<file path="src/rtl/mult_table_scheduler_pkg.sv">
// Shared types and constants for the multiplication-table scheduler family.
//   state_e   : scheduler FSM states (IDLE, LOAD, RUN, DONE)
//   DEF_*     : default widths / table length
//   id_width  : width of a binary requester id (at least one bit)
package mult_table_pkg;

  localparam int DEF_NREQ     = 2;
  localparam int DEF_MULT_W   = 4;
  localparam int DEF_IDX_W    = 4;
  localparam int DEF_RES_W    = 8;
  localparam int DEF_LAST_IDX = 10;

  typedef enum logic [1:0] {
    ST_IDLE = 2'd0,
    ST_LOAD = 2'd1,
    ST_RUN  = 2'd2,
    ST_DONE = 2'd3
  } state_e;

  // A single requester still needs a one-bit id port.
  function automatic int id_width(input int n);
    return (n > 1) ? $clog2(n) : 1;
  endfunction

endpackage

</file>
<file path="src/rtl/mult_table_scheduler_rr_arbiter.sv">
// Combinational round-robin arbiter.
//   req  : request vector
//   ptr  : highest-priority requester id
//   gnt  : one-hot grant (zero when no request)
//   id   : binary id of the granted requester
//   any  : at least one request present
module rr_arbiter
  import mult_table_pkg::*;
#(
  parameter int NREQ = DEF_NREQ,
  parameter int ID_W = id_width(NREQ)
) (
  input  logic [NREQ-1:0] req,
  input  logic [ID_W-1:0] ptr,
  output logic [NREQ-1:0] gnt,
  output logic [ID_W-1:0] id,
  output logic            any
);

  always_comb begin
    // NOTE: every output gets a default before the search, so no path leaves
    // a value unassigned and no latch is inferred.
    gnt = '0;
    id  = '0;
    any = 1'b0;
    // First pass scans ptr..NREQ-1, second pass wraps to 0..ptr-1; this gives
    // cyclic priority without a modulo on the index.
    for (int i = 0; i < NREQ; i++) begin
      if (!any && req[i] && (ID_W'(i) >= ptr)) begin
        gnt[i] = 1'b1;
        id     = ID_W'(i);
        any    = 1'b1;
      end
    end
    for (int i = 0; i < NREQ; i++) begin
      if (!any && req[i] && (ID_W'(i) < ptr)) begin
        gnt[i] = 1'b1;
        id     = ID_W'(i);
        any    = 1'b1;
      end
    end
  end

endmodule

</file>
<file path="src/rtl/mult_table_scheduler.sv">
// Time-shares one iterative multiplication-table datapath among NREQ
// requesters. A round-robin winner gets its table streamed as index/result
// pairs 1..LAST_IDX over a valid/ready interface.
//   clk, reset            : clock (rising edge), async active-low reset
//   req, req_mult         : per-requester level request and packed multiplicand
//   abort                 : end the running table early (RUN only)
//   grant, out_owner      : one-hot and binary owner of the datapath
//   busy                  : scheduler not idle
//   out_valid/out_ready   : pair handshake; out_index, out_result carry the pair
//   done, aborted         : one-cycle end-of-table pulse and its abort flag
//   overflow              : sticky per table, some result wrapped past RES_W
module mult_table_scheduler
  import mult_table_pkg::*;
#(
  parameter int NREQ     = DEF_NREQ,
  parameter int MULT_W   = DEF_MULT_W,
  parameter int IDX_W    = DEF_IDX_W,
  parameter int RES_W    = DEF_RES_W,
  parameter int LAST_IDX = DEF_LAST_IDX
) (
  input  logic                      clk,
  input  logic                      reset,
  input  logic [NREQ-1:0]           req,
  input  logic [NREQ*MULT_W-1:0]    req_mult,
  input  logic                      abort,
  output logic [NREQ-1:0]           grant,
  output logic                      busy,
  output logic                      out_valid,
  input  logic                      out_ready,
  output logic [IDX_W-1:0]          out_index,
  output logic [RES_W-1:0]          out_result,
  output logic [id_width(NREQ)-1:0] out_owner,
  output logic                      done,
  output logic                      aborted,
  output logic                      overflow
);

  localparam int OWN_W = id_width(NREQ);
  localparam int ACC_W = RES_W + 1;

  state_e             state_q, state_d;
  logic [NREQ-1:0]    grant_q, grant_d;
  logic [OWN_W-1:0]   owner_q, owner_d;
  logic [OWN_W-1:0]   ptr_q, ptr_d;
  logic [MULT_W-1:0]  mult_q, mult_d;
  logic [IDX_W-1:0]   index_q, index_d;
  logic [RES_W-1:0]   acc_q, acc_d;
  logic               ovf_q, ovf_d;
  logic               abt_q, abt_d;

  logic [NREQ-1:0]    arb_gnt;
  logic [OWN_W-1:0]   arb_id;
  logic               arb_any;
  logic [MULT_W-1:0]  owner_mult;
  logic [ACC_W-1:0]   sum;
  logic               handshake;
  logic               last_pair;

  rr_arbiter #(
    .NREQ (NREQ),
    .ID_W (OWN_W)
  ) u_arb (
    .req (req),
    .ptr (ptr_q),
    .gnt (arb_gnt),
    .id  (arb_id),
    .any (arb_any)
  );

  assign owner_mult = req_mult[int'(owner_q)*MULT_W +: MULT_W];
  // One extra bit catches the carry out of the truncated running result.
  assign sum        = {1'b0, acc_q} + ACC_W'(mult_q);
  assign handshake  = (state_q == ST_RUN) && out_ready;
  assign last_pair  = (index_q == IDX_W'(LAST_IDX));

  // FSM state register
  always_ff @(posedge clk or negedge reset) begin
    if (!reset) begin
      state_q <= ST_IDLE;
    end else begin
      // NOTE: flops take <= so every register samples pre-edge values.
      state_q <= state_d;
    end
  end

  // FSM next state
  always_comb begin
    state_d = state_q;
    unique case (state_q)
      ST_IDLE: if (arb_any) state_d = ST_LOAD;
      ST_LOAD: state_d = ST_RUN;
      ST_RUN:  if (abort || (handshake && last_pair)) state_d = ST_DONE;
      ST_DONE: state_d = ST_IDLE;
      default: state_d = ST_IDLE;
    endcase
  end

  // FSM outputs
  always_comb begin
    busy       = (state_q != ST_IDLE);
    out_valid  = (state_q == ST_RUN);
    done       = (state_q == ST_DONE);
    aborted    = (state_q == ST_DONE) && abt_q;
    grant      = grant_q;
    out_owner  = owner_q;
    out_index  = index_q;
    out_result = acc_q;
    overflow   = ovf_q;
  end

  // Datapath and ownership next values
  always_comb begin
    grant_d = grant_q;
    owner_d = owner_q;
    ptr_d   = ptr_q;
    mult_d  = mult_q;
    index_d = index_q;
    acc_d   = acc_q;
    ovf_d   = ovf_q;
    abt_d   = abt_q;
    unique case (state_q)
      ST_IDLE: begin
        if (arb_any) begin
          grant_d = arb_gnt;
          owner_d = arb_id;
        end
      end
      ST_LOAD: begin
        mult_d  = owner_mult;
        index_d = IDX_W'(1);
        acc_d   = RES_W'(owner_mult);
        ovf_d   = 1'b0;
        abt_d   = 1'b0;
      end
      ST_RUN: begin
        // Abort wins over advancing; a pair handshaken alongside it is simply consumed.
        if (abort) begin
          abt_d = 1'b1;
        end else if (handshake && !last_pair) begin
          index_d = index_q + IDX_W'(1);
          acc_d   = sum[RES_W-1:0];
          ovf_d   = ovf_q | sum[RES_W];
        end
      end
      ST_DONE: begin
        grant_d = '0;
        ptr_d   = (owner_q == OWN_W'(NREQ - 1)) ? '0 : owner_q + OWN_W'(1);
      end
      default: ;
    endcase
  end

  always_ff @(posedge clk or negedge reset) begin
    if (!reset) begin
      grant_q <= '0;
      owner_q <= '0;
      ptr_q   <= '0;
      mult_q  <= '0;
      index_q <= '0;
      acc_q   <= '0;
      ovf_q   <= 1'b0;
      abt_q   <= 1'b0;
    end else begin
      grant_q <= grant_d;
      owner_q <= owner_d;
      ptr_q   <= ptr_d;
      mult_q  <= mult_d;
      index_q <= index_d;
      acc_q   <= acc_d;
      ovf_q   <= ovf_d;
      abt_q   <= abt_d;
    end
  end

endmodule
</file>
<file path="config.mk">
export PLATFORM = sky130hd
export DESIGN_NAME = mult_table_scheduler
export DESIGN_NICKNAME = d
export VERILOG_FILES = /design/src/rtl/mult_table_scheduler_pkg.sv /design/src/rtl/mult_table_scheduler_rr_arbiter.sv /design/src/rtl/mult_table_scheduler.sv
export SDC_FILE = /design/constraint.sdc
export NUM_CORES = 1
export LEC_CHECK = 0
export ABC_AREA = 1
export CAP_MARGIN = 20
export CORE_AREA = 2 2 55 57
export CTS_CLUSTER_SIZE = 10
export DETAILED_ROUTE_END_ITERATION = 12
export DIE_AREA = 0 0 57 59
export GPL_TIMING_DRIVEN = 0
export PLACE_DENSITY = 0.91
export SYNTH_ARGS = -nofsm -noshare
export SYNTH_HDL_FRONTEND = slang
export SYNTH_SLANG_ARGS = --single-unit
</file>
<file path="constraint.sdc">
create_clock -name clk -period 3.2 [get_ports clk]
set_clock_uncertainty 0.2 [all_clocks]
set_input_delay 0.96 -clock clk [delete_from_list [all_inputs] [get_ports clk]]
set_output_delay 0.96 -clock clk [all_outputs]
set_load 0.03 [all_outputs]
</file>
Yosys cells after proc, flatten, opt, wreduce, memory -nomap -nowiden. Cells that the tools add are included.

Flip-flop bits (word level): 24. Input port bits: 14. Output and inout bits: 20. Logic and storage cells: 78.

Add/sub/neg operators: 3. Order comparisons: 4. Eq/ne operators: 9. Shifts and indexed selects: 1. Mux-type cells: 26. Bitwise logic cells: 1. Reduce and logical (&&, ||, !) cells: 25.

Operators with widths (count): 8-bit two-way mux (2); 8-bit case mux with 2 select lines (1); 1-bit two-way mux (13); 1-bit logical AND (11); 8-bit by 4-bit adder with 9-bit output (1); 4-bit two-way mux (2); 2-bit case mux with 4 select lines (1); 4-bit case mux with 2 select lines (1); 2-bit AND reduction (4); 8-bit by 4-bit variable part select with 4-bit output (1); 2-bit two-way mux (3); 2-bit inequality test (second input constant) (3); 2-bit nonzero test (3); 4-bit by 1-bit adder with 4-bit output (second input constant) (1); 2-bit equality test (second input constant) (2); 4-bit equality test (second input constant) (1); 1-bit logical NOT (4); 2-bit by 1-bit inequality test with 1-bit output (second input constant) (2); 1-bit case mux with 2 select lines (2); 2-bit case mux with 2 select lines (1); 3-bit AND reduction (1); 2-bit by 1-bit equality test with 1-bit output (second input constant) (1); 1-bit >= comparator (first input constant) (2); 2-bit logical NOT (1); 4 further kinds (5).

Logic depth before layout (Yosys ltp). Gate-level depths: netlist (run 1).

Depth after elaboration: 17. Gate-level depth with buffers: 10. Mapped depth without buffers: 10.

Cells and area by module. From an unflattened synthesis (run 1), not the netlist that was laid out.

Cell total of the unflattened synthesis: 184. Area, all modules: 1481.4 µm².

Modules (own cells, without submodules): mult_table_scheduler (times used 1, cells each 177, area each 1452.6 µm², sequential area each 600.6 µm²); rr_arbiter (times used 1, cells each 7, area each 28.8 µm², sequential area each 0.0 µm²).

Worst setup path before layout (run 1). No wires, ideal clock.

Path type: register to output. Start point: reg state_q[0]. End point: out aborted. Arrival time: 1.028 ns. Required time: 2.040 ns. Path slack: 1.012 ns. Stages on the path, launching flop included: 4. Path buffers: 0. Cell sequence: dfrtp_1 -> ha_1 -> nand2_1 -> inv_1.

Longest elaborated chain between the ends: 2.

Ends and longest elaborated chain: start: declaration (line mult_table_scheduler.sv:41) `state_e state_q, state_d;`; start signal: assignment (line mult_table_scheduler.sv:82) `state_q <= state_d;`; 2-bit equality test; named net done (line mult_table_scheduler.sv:33) `output logic done,`; 1-bit logical AND (line mult_table_scheduler.sv:103) `aborted = (state_q == ST_DONE) && abt_q;`; end: declaration (line mult_table_scheduler.sv:34) `output logic aborted,`.

The timed path passes the listed nets, and every way through them passes these cells.

Worst setup path after layout (run 1).
Start point: reg state_q[0]. End point: out out_valid.

Longest elaborated chain between the ends: 1.

Ends and longest elaborated chain: 2-bit equality test (line mult_table_scheduler.sv:101) `out_valid = (state_q == ST_RUN);`; end: declaration (line mult_table_scheduler.sv:28) `output logic out_valid,`.

Every way passes these cells.

==> impl_metrics.tcl, run 1 <==
set metrics [dict create \
    core_area_sq_um 2710 \
    clock-sinks 24 \
    timing_max_transition_violations_final 0 \
    synth_seq_cells 24 \
    start_util 0.517 \
    design.portCount 34 \
    num-fill-cells 233 \
    antenna_violations_before_repair 0 \
    firstDrtPassIters 4 \
    synth_cells 172 \
    dr.first_iter.drc_count 37 \
    totalNegativeSetupSlack_ps 0 \
    dp_hpwl_um 2290 \
    rr_endpoint "overflow" \
    grt_overflow 0 \
    clk_path_buf_depth 2 \
    gpl.final_weighted_congestion 0.763 \
    max-vdd-ir-drop_v 0.000720 \
    detail_route.drc_violations 0 \
    timing.final.hold_violations 0 \
    grt_start_max_net_pins 25 \
    outcome "finished, final reports clean" \
    die_h_um 59 \
    hold_crit_start "grant[0]" \
    cp-end-kind "primary output" \
    critical_path_required_ps 2040 \
    layout-drive-gt1-share 0.0714 \
    grt_util_all_layers 0.194 \
    post_cts.repair.setup_buffers 0 \
    reg2regPathDepth 7 \
    wire_length_of_the_first_global_routing_pass_um 5220 \
    tightest_slew_ps 517 \
    chipWidth_um 57 \
    total_nets_after_synthesis 197 \
    cts_hold_buf 0 \
    shortest_clock_period_the_worst_path_allows_after_layout_ps 3030 \
    routed_via_density 5.42 \
    relSlewSlack 0.654 \
    rrSetupSlack_ps 1190 \
    detail_route.wl_per_cell_um 12.3 \
    hold-path-cell-count 2 \
    leakage_nw 0.883 \
    min_period_over_period 0.947 \
    unrepaired_setup_endpoints_after_global_routing "false" \
    clk_pin_slew_ps 130 \
    routed_wirelength_um 2970 \
    design.final.nets 236 \
    clk_root_buffer_cell "sky130_fd_sc_hd__clkbuf_4" \
    cp.arrival_ps 1870 \
    synth-seq-area-share 0.429 \
    fmaxAchievable_mhz 330 \
    layout_commonest_cell "sky130_fd_sc_hd__nand2_1" \
    whs_endpoint "grant[0]" \
    ant_nets 0 \
    crit_type "flip-flop to primary output" \
    yosysWarnings 0 \
    ys_types 26 \
    holdCritPathClass "flip-flop to flip-flop" \
    synth.cell_area_sq_um 1400 \
    worstPathMaxFanout 5 \
    postCtsResizedCells 0 \
    startpoint_type "flip-flop" \
    area_growth_pct 30.0 \
    tritoncts_clock_tree "yes" \
    die-area_sq_um 3360 \
    num_rows 19 \
    cts_max_level 1 \
    dr_total_vias 1306 \
    startpoint_of_the_worst_slack_reg_to_reg_timing_path "out_result[0]" \
    setup-violations-final 0 \
    clk-insertion-delay-late_ps 310 \
    pwr_density_cell_nw_per_um2 1010 \
    via_count_of_the_first_global_routing_pass 1329 \
    antenna-diode-count 0 \
    maxCapViolations 0 \
    layout.cells.most_common_list "sky130_fd_sc_hd__nand2_1, sky130_fd_sc_hd__clkdlybuf4s50_1, sky130_fd_sc_hd__dfrtp_1" \
    syn-mean-instance-area_sq_um 8.14 \
    place.port_buffers 33 \
    post-route-util 0.672 \
    number_of_buffers_created_by_cts 3 \
]
==> Yosys cell counts <==
cell	count	area share
sky130_fd_sc_hd__ha_1	10	0.089
sky130_fd_sc_hd__a21oi_1	11	0.039
sky130_fd_sc_hd__nand3_2	1	0.0071
sky130_fd_sc_hd__o22ai_1	1	0.0045
sky130_fd_sc_hd__or2_2	2	0.0089
sky130_fd_sc_hd__a22o_2	1	0.0071
sky130_fd_sc_hd__nand3_1	16	0.057
sky130_fd_sc_hd__a31oi_1	1	0.0045
sky130_fd_sc_hd__nand3b_1	2	0.011
sky130_fd_sc_hd__nand2_4	1	0.0080
sky130_fd_sc_hd__o21ai_0	17	0.061
sky130_fd_sc_hd__nor2_4	1	0.0080
sky130_fd_sc_hd__dfrtp_1	24	0.43
sky130_fd_sc_hd__nand2_2	1	0.0045
sky130_fd_sc_hd__buf_6	2	0.016
sky130_fd_sc_hd__fa_1	1	0.014
sky130_fd_sc_hd__nand4_1	1	0.0045
sky130_fd_sc_hd__a21boi_0	1	0.0054
sky130_fd_sc_hd__a22oi_1	1	0.0054
sky130_fd_sc_hd__xnor2_1	1	0.0063
sky130_fd_sc_hd__mux2i_1	1	0.0071
sky130_fd_sc_hd__nor3_1	1	0.0036
sky130_fd_sc_hd__inv_1	22	0.059
sky130_fd_sc_hd__inv_2	1	0.0027
sky130_fd_sc_hd__nand2_1	38	0.10
sky130_fd_sc_hd__nor2_1	13	0.035
==> cell families after synthesis <==
group	count (synthesis)	share of synthesized area
simple gates	77	0.249
compound gates	33	0.127
buf+inv	25	0.0777
flops	24	0.429
fa+ha+maj	11	0.104
xor+xnor	1	0.00626
mux	1	0.00715
==> critical path, cell delays in order, from the launching register on <==
cell and delay (ps):
sky130_fd_sc_hd__dfrtp_1 440, sky130_fd_sc_hd__inv_1 110, sky130_fd_sc_hd__ha_1 300, sky130_fd_sc_hd__clkdlybuf4s50_1 720
==> registers in the layout, indices dropped and copies added (netlist names) <==
signal and cells:
grant 2, abt_q 1, mult_q 4, out_owner 1, ptr_q 1, state_q 2
overflow 1, out_index 4, out_result 8
==> per-layer routing <==
metal  vias to the layer above  track usage  wire length [um]
met5                         -            0                 0
met2                        32        0.363              1550
met3                         4       0.0262               126
met4                         0       0.0631                31
li1                        637            -                 -
met1                       633        0.231              1260
==> how the worst max path moves through the flow <==
stage | to | slack (ps) | start | cells past startpoint
2_1_floorplan | aborted | 1010 | state_q[0] | 3
3_3_place_gp | out_valid | 560 | state_q[0] | 3
3_5_place_dp | out_valid | 540 | state_q[0] | 3
4_1_cts | out_valid | 180 | state_q[0] | 3
5_1_grt | out_valid | 100 | state_q[0] | 3
6_report | out_valid | 170 | state_q[0] | 3
==> layout make-up <==
type                            instances  area, sq um  share of cell area
Multi-Input combinational cell        123          691               0.379
Buffer                                  2         22.5              0.0124
Tap cell                               31         38.8              0.0213
Inverter                               23         86.3              0.0474
Timing Repair Buffer                   34          345               0.190
Sequential cell                        24          601               0.330
Clock buffer                            4         36.3              0.0199
==> metrics by stage <==
step                      total power (W)  std cells  hold slack, ps  area [sq um]  setup WS [ps]
after floorplan                   0.00132        172             253          1400           1010
after CTS                         0.00185        240             316          1810            183
final                             0.00184        241             313          1820            169
after global placement            0.00164        236             270          1770            563
after global routing              0.00201        241             360          1820           97.5
after detailed placement          0.00169        236             285          1770            537
==> where the power goes <==
group	internal, W	leakage [nW]	total (W)	switching, W
combinational	0.000458	0.562	0.00115	0.000688
clock	0.0000694	0.0210	0.000159	0.0000899
sequential	0.000428	0.300	0.000538	0.000110
(Power assumes the default switching activity.)
==> run 2, diff against run 1 <==
--- a/config.mk
+++ b/config.mk
@@ -7,12 +7,12 @@
 export LEC_CHECK = 0
 export ABC_AREA = 1
 export CAP_MARGIN = 20
-export CORE_AREA = 2 2 55 57
+export CORE_AREA = 2 2 57 59
 export CTS_CLUSTER_SIZE = 10
 export DETAILED_ROUTE_END_ITERATION = 12
-export DIE_AREA = 0 0 57 59
+export DIE_AREA = 0 0 59 61
 export GPL_TIMING_DRIVEN = 0
-export PLACE_DENSITY = 0.91
+export PLACE_DENSITY = 0.86
 export SYNTH_ARGS = -nofsm -noshare
 export SYNTH_HDL_FRONTEND = slang
 export SYNTH_SLANG_ARGS = --single-unit
==> constraint.sdc (replaced) <==
create_clock -name clk -period 2.9 [get_ports clk]
set_clock_uncertainty 0.2 [all_clocks]
set_input_delay 0.87 -clock clk [delete_from_list [all_inputs] [get_ports clk]]
set_output_delay 0.87 -clock clk [all_outputs]
set_load 0.03 [all_outputs]
==> run 2 against run 1 <==
Compared with the run above: register-to-register slack worse by 330 ps; sequential share of layout area barely moved; global-route usage fell by 2.2 points; clock power rose by 9%; flip-flop and latch count unchanged; first-iteration DRC count decreased by 30%; via count fell by 4.1%; hold slack got worse by 3.6 ps; die area is 7.0% higher; count of clock-buffer cells in the layout stayed put; worst setup slack improved by 14 ps; critical path depth fell by 1; largest power group unchanged.
==> impl_metrics.tcl, run 2 (synthesis gave the netlist of run 1 again) <==
set metrics [dict create \
    core_area_sq_um 2950 \
    tritoncts_clock_tree "yes" \
    dr.first_iter.drc_count 26 \
    firstDrtPassIters 4 \
    routed_via_density 5.16 \
    grt_util_all_layers 0.172 \
    detail_route.drc_violations 0 \
    p_int_w 0.00104 \
    outcome "finished, final reports clean" \
    grt_start_max_net_pins 25 \
    cp-end-kind "primary output" \
    timing_max_transition_violations_final 0 \
    detail_route.wl_per_cell_um 11.4 \
    crit_start "state_q[0]" \
    grt_overflow 0 \
    layout-drive-gt1-share 0.0714 \
    pwr_density_cell_nw_per_um2 1100 \
    design.final.nets 236 \
    power.clock.fraction 0.086 \
    num_rows 20 \
    antenna-diode-count 0 \
    clk_root_buffer_cell "sky130_fd_sc_hd__clkbuf_4" \
    clk_path_buf_depth 2 \
    largest_reg_flops 8 \
    ant_nets 0 \
    layout.cells.most_common_list "sky130_fd_sc_hd__nand2_1, sky130_fd_sc_hd__clkdlybuf4s50_1, sky130_fd_sc_hd__dfrtp_1" \
    place.port_buffers 33 \
    rrSetupSlack_ps 860 \
    netSwitchingFraction 0.480 \
    clk_pin_slew_ps 130 \
    seqCellArea_sq_um 601 \
    reg2regPathDepth 7 \
    die_h_um 61 \
    critical_path_required_ps 1830 \
    cts_max_level 1 \
    area_growth_pct 30.2 \
    num-fill-cells 274 \
    post_layout_instance_area_sq_um 1820 \
    post_place_cell_area_sq_um 1770 \
    timing.final.hold_violations 0 \
    multi_input_logic_area_sq_um 691 \
    post-route-util 0.617 \
    clk-insertion-delay-late_ps 310 \
    startpoint_type "flip-flop" \
    dp_hpwl_um 2150 \
    worstPathMaxFanout 5 \
    power.share.sequential 0.295 \
    rr_endpoint "overflow" \
    fmaxAchievable_mhz 368 \
    wire_length_of_the_first_global_routing_pass_um 4790 \
    tightest_slew_ps 500 \
    start_util 0.474 \
    dr_total_vias 1253 \
    unrepaired_setup_endpoints_after_global_routing "false" \
    cp.arrival_ps 1650 \
    totalNegativeSetupSlack_ps 0 \
    die-area_sq_um 3600 \
    startpoint_of_the_worst_slack_reg_to_reg_timing_path "out_result[0]" \
    holdCritPathClass "flip-flop to flip-flop" \
    clock-sinks 24 \
    max-vdd-ir-drop_v 0.000529 \
    shortest_clock_period_the_worst_path_allows_after_layout_ps 2720 \
    design.portCount 34 \
    layout_commonest_cell "sky130_fd_sc_hd__nand2_1" \
    via_count_of_the_first_global_routing_pass 1146 \
    gpl.final_weighted_congestion 0.806 \
    p_sw_w 0.000962 \
    routed_wirelength_um 2780 \
    number_of_buffers_created_by_cts 3 \
    combinationalPowerShare 0.619 \
    antenna_violations_before_repair 0 \
    relSlewSlack 0.666 \
    setup-violations-final 0 \
    maxCapViolations 0 \
    min_period_over_period 0.937 \
    crit_type "flip-flop to primary output" \
    cp-endpoint "done" \
    leakage_nw 0.901 \
    chipWidth_um 59 \
]
run 2: power by group through the flow:
stage / Combinational, W / Sequential [W] / Clock (W)
final: 0.00124 / 0.000591 / 0.000173
after global placement: 0.00122 / 0.000594 / 0
after global routing: 0.00138 / 0.000616 / 0.000184
after detailed placement: 0.00125 / 0.000599 / 0
after CTS: 0.00124 / 0.000593 / 0.000178
after floorplan: 0.000731 / 0.000726 / 0
run 2: worst min path at each step:
stage / start / to / slack [ps] / depth (start not counted)
final: mult_q[0] / mult_q[0] / 310 / 2
after floorplan: ptr_q / ptr_q / 250 / 2
after detailed placement: mult_q[0] / mult_q[0] / 280 / 2
after CTS: mult_q[0] / mult_q[0] / 310 / 2
after global placement: mult_q[0] / mult_q[0] / 270 / 2
after global routing: grant[1] / grant[1] / 330 / 2
run 2: per-layer routing:
layer	GRT usage	vias up	part of all wire
li1	-	645	-
met1	0.224	585	0.47
met2	0.302	21	0.50
met3	0.0213	2	0.027
met4	0.0487	0	0.0047
met5	0	-	0
run 2: timing repair:
item                                    CTS  global route
hold buffers                              0             0
setup buffers                             0             0
endpoints found under the setup margin    2             1
gates resized for setup                   2             1
run 2: area by class of cell:
class / count / share of cell area
multi-input cells: 123 / 0.379
flip-flops and latches: 24 / 0.329
repair buffers: 34 / 0.189
inverters: 23 / 0.0474
well taps: 33 / 0.0226
clock buffers: 4 / 0.0199
plain buffers: 2 / 0.0124
run 2: critical path: stages, from the launching register on:
cell                              delay (ps)
sky130_fd_sc_hd__dfrtp_1                 400
sky130_fd_sc_hd__ha_1                    240
sky130_fd_sc_hd__clkdlybuf4s50_1         690
run 2: stage by stage:
step           power [W]  hold slack, ps  std cells  worst slack [ps]
3_3_place_gp     0.00181             270        238               347
5_1_grt          0.00218             333        243              77.0
2_1_floorplan    0.00146             253        172               802
6_report         0.00200             309        243               183
3_5_place_dp     0.00185             279        238               337
4_1_cts          0.00201             310        242              73.9
==> run 3, diff against run 2 <==
--- a/config.mk
+++ b/config.mk
@@ -11,6 +11,7 @@
 export CTS_CLUSTER_SIZE = 10
 export DETAILED_ROUTE_END_ITERATION = 12
 export DIE_AREA = 0 0 59 61
+export GPL_ROUTABILITY_DRIVEN = 0
 export GPL_TIMING_DRIVEN = 0
 export PLACE_DENSITY = 0.86
 export SYNTH_ARGS = -nofsm -noshare
==> results of run 3 <==
No change in the layout: final DEF, timing and power equal those of run 2.
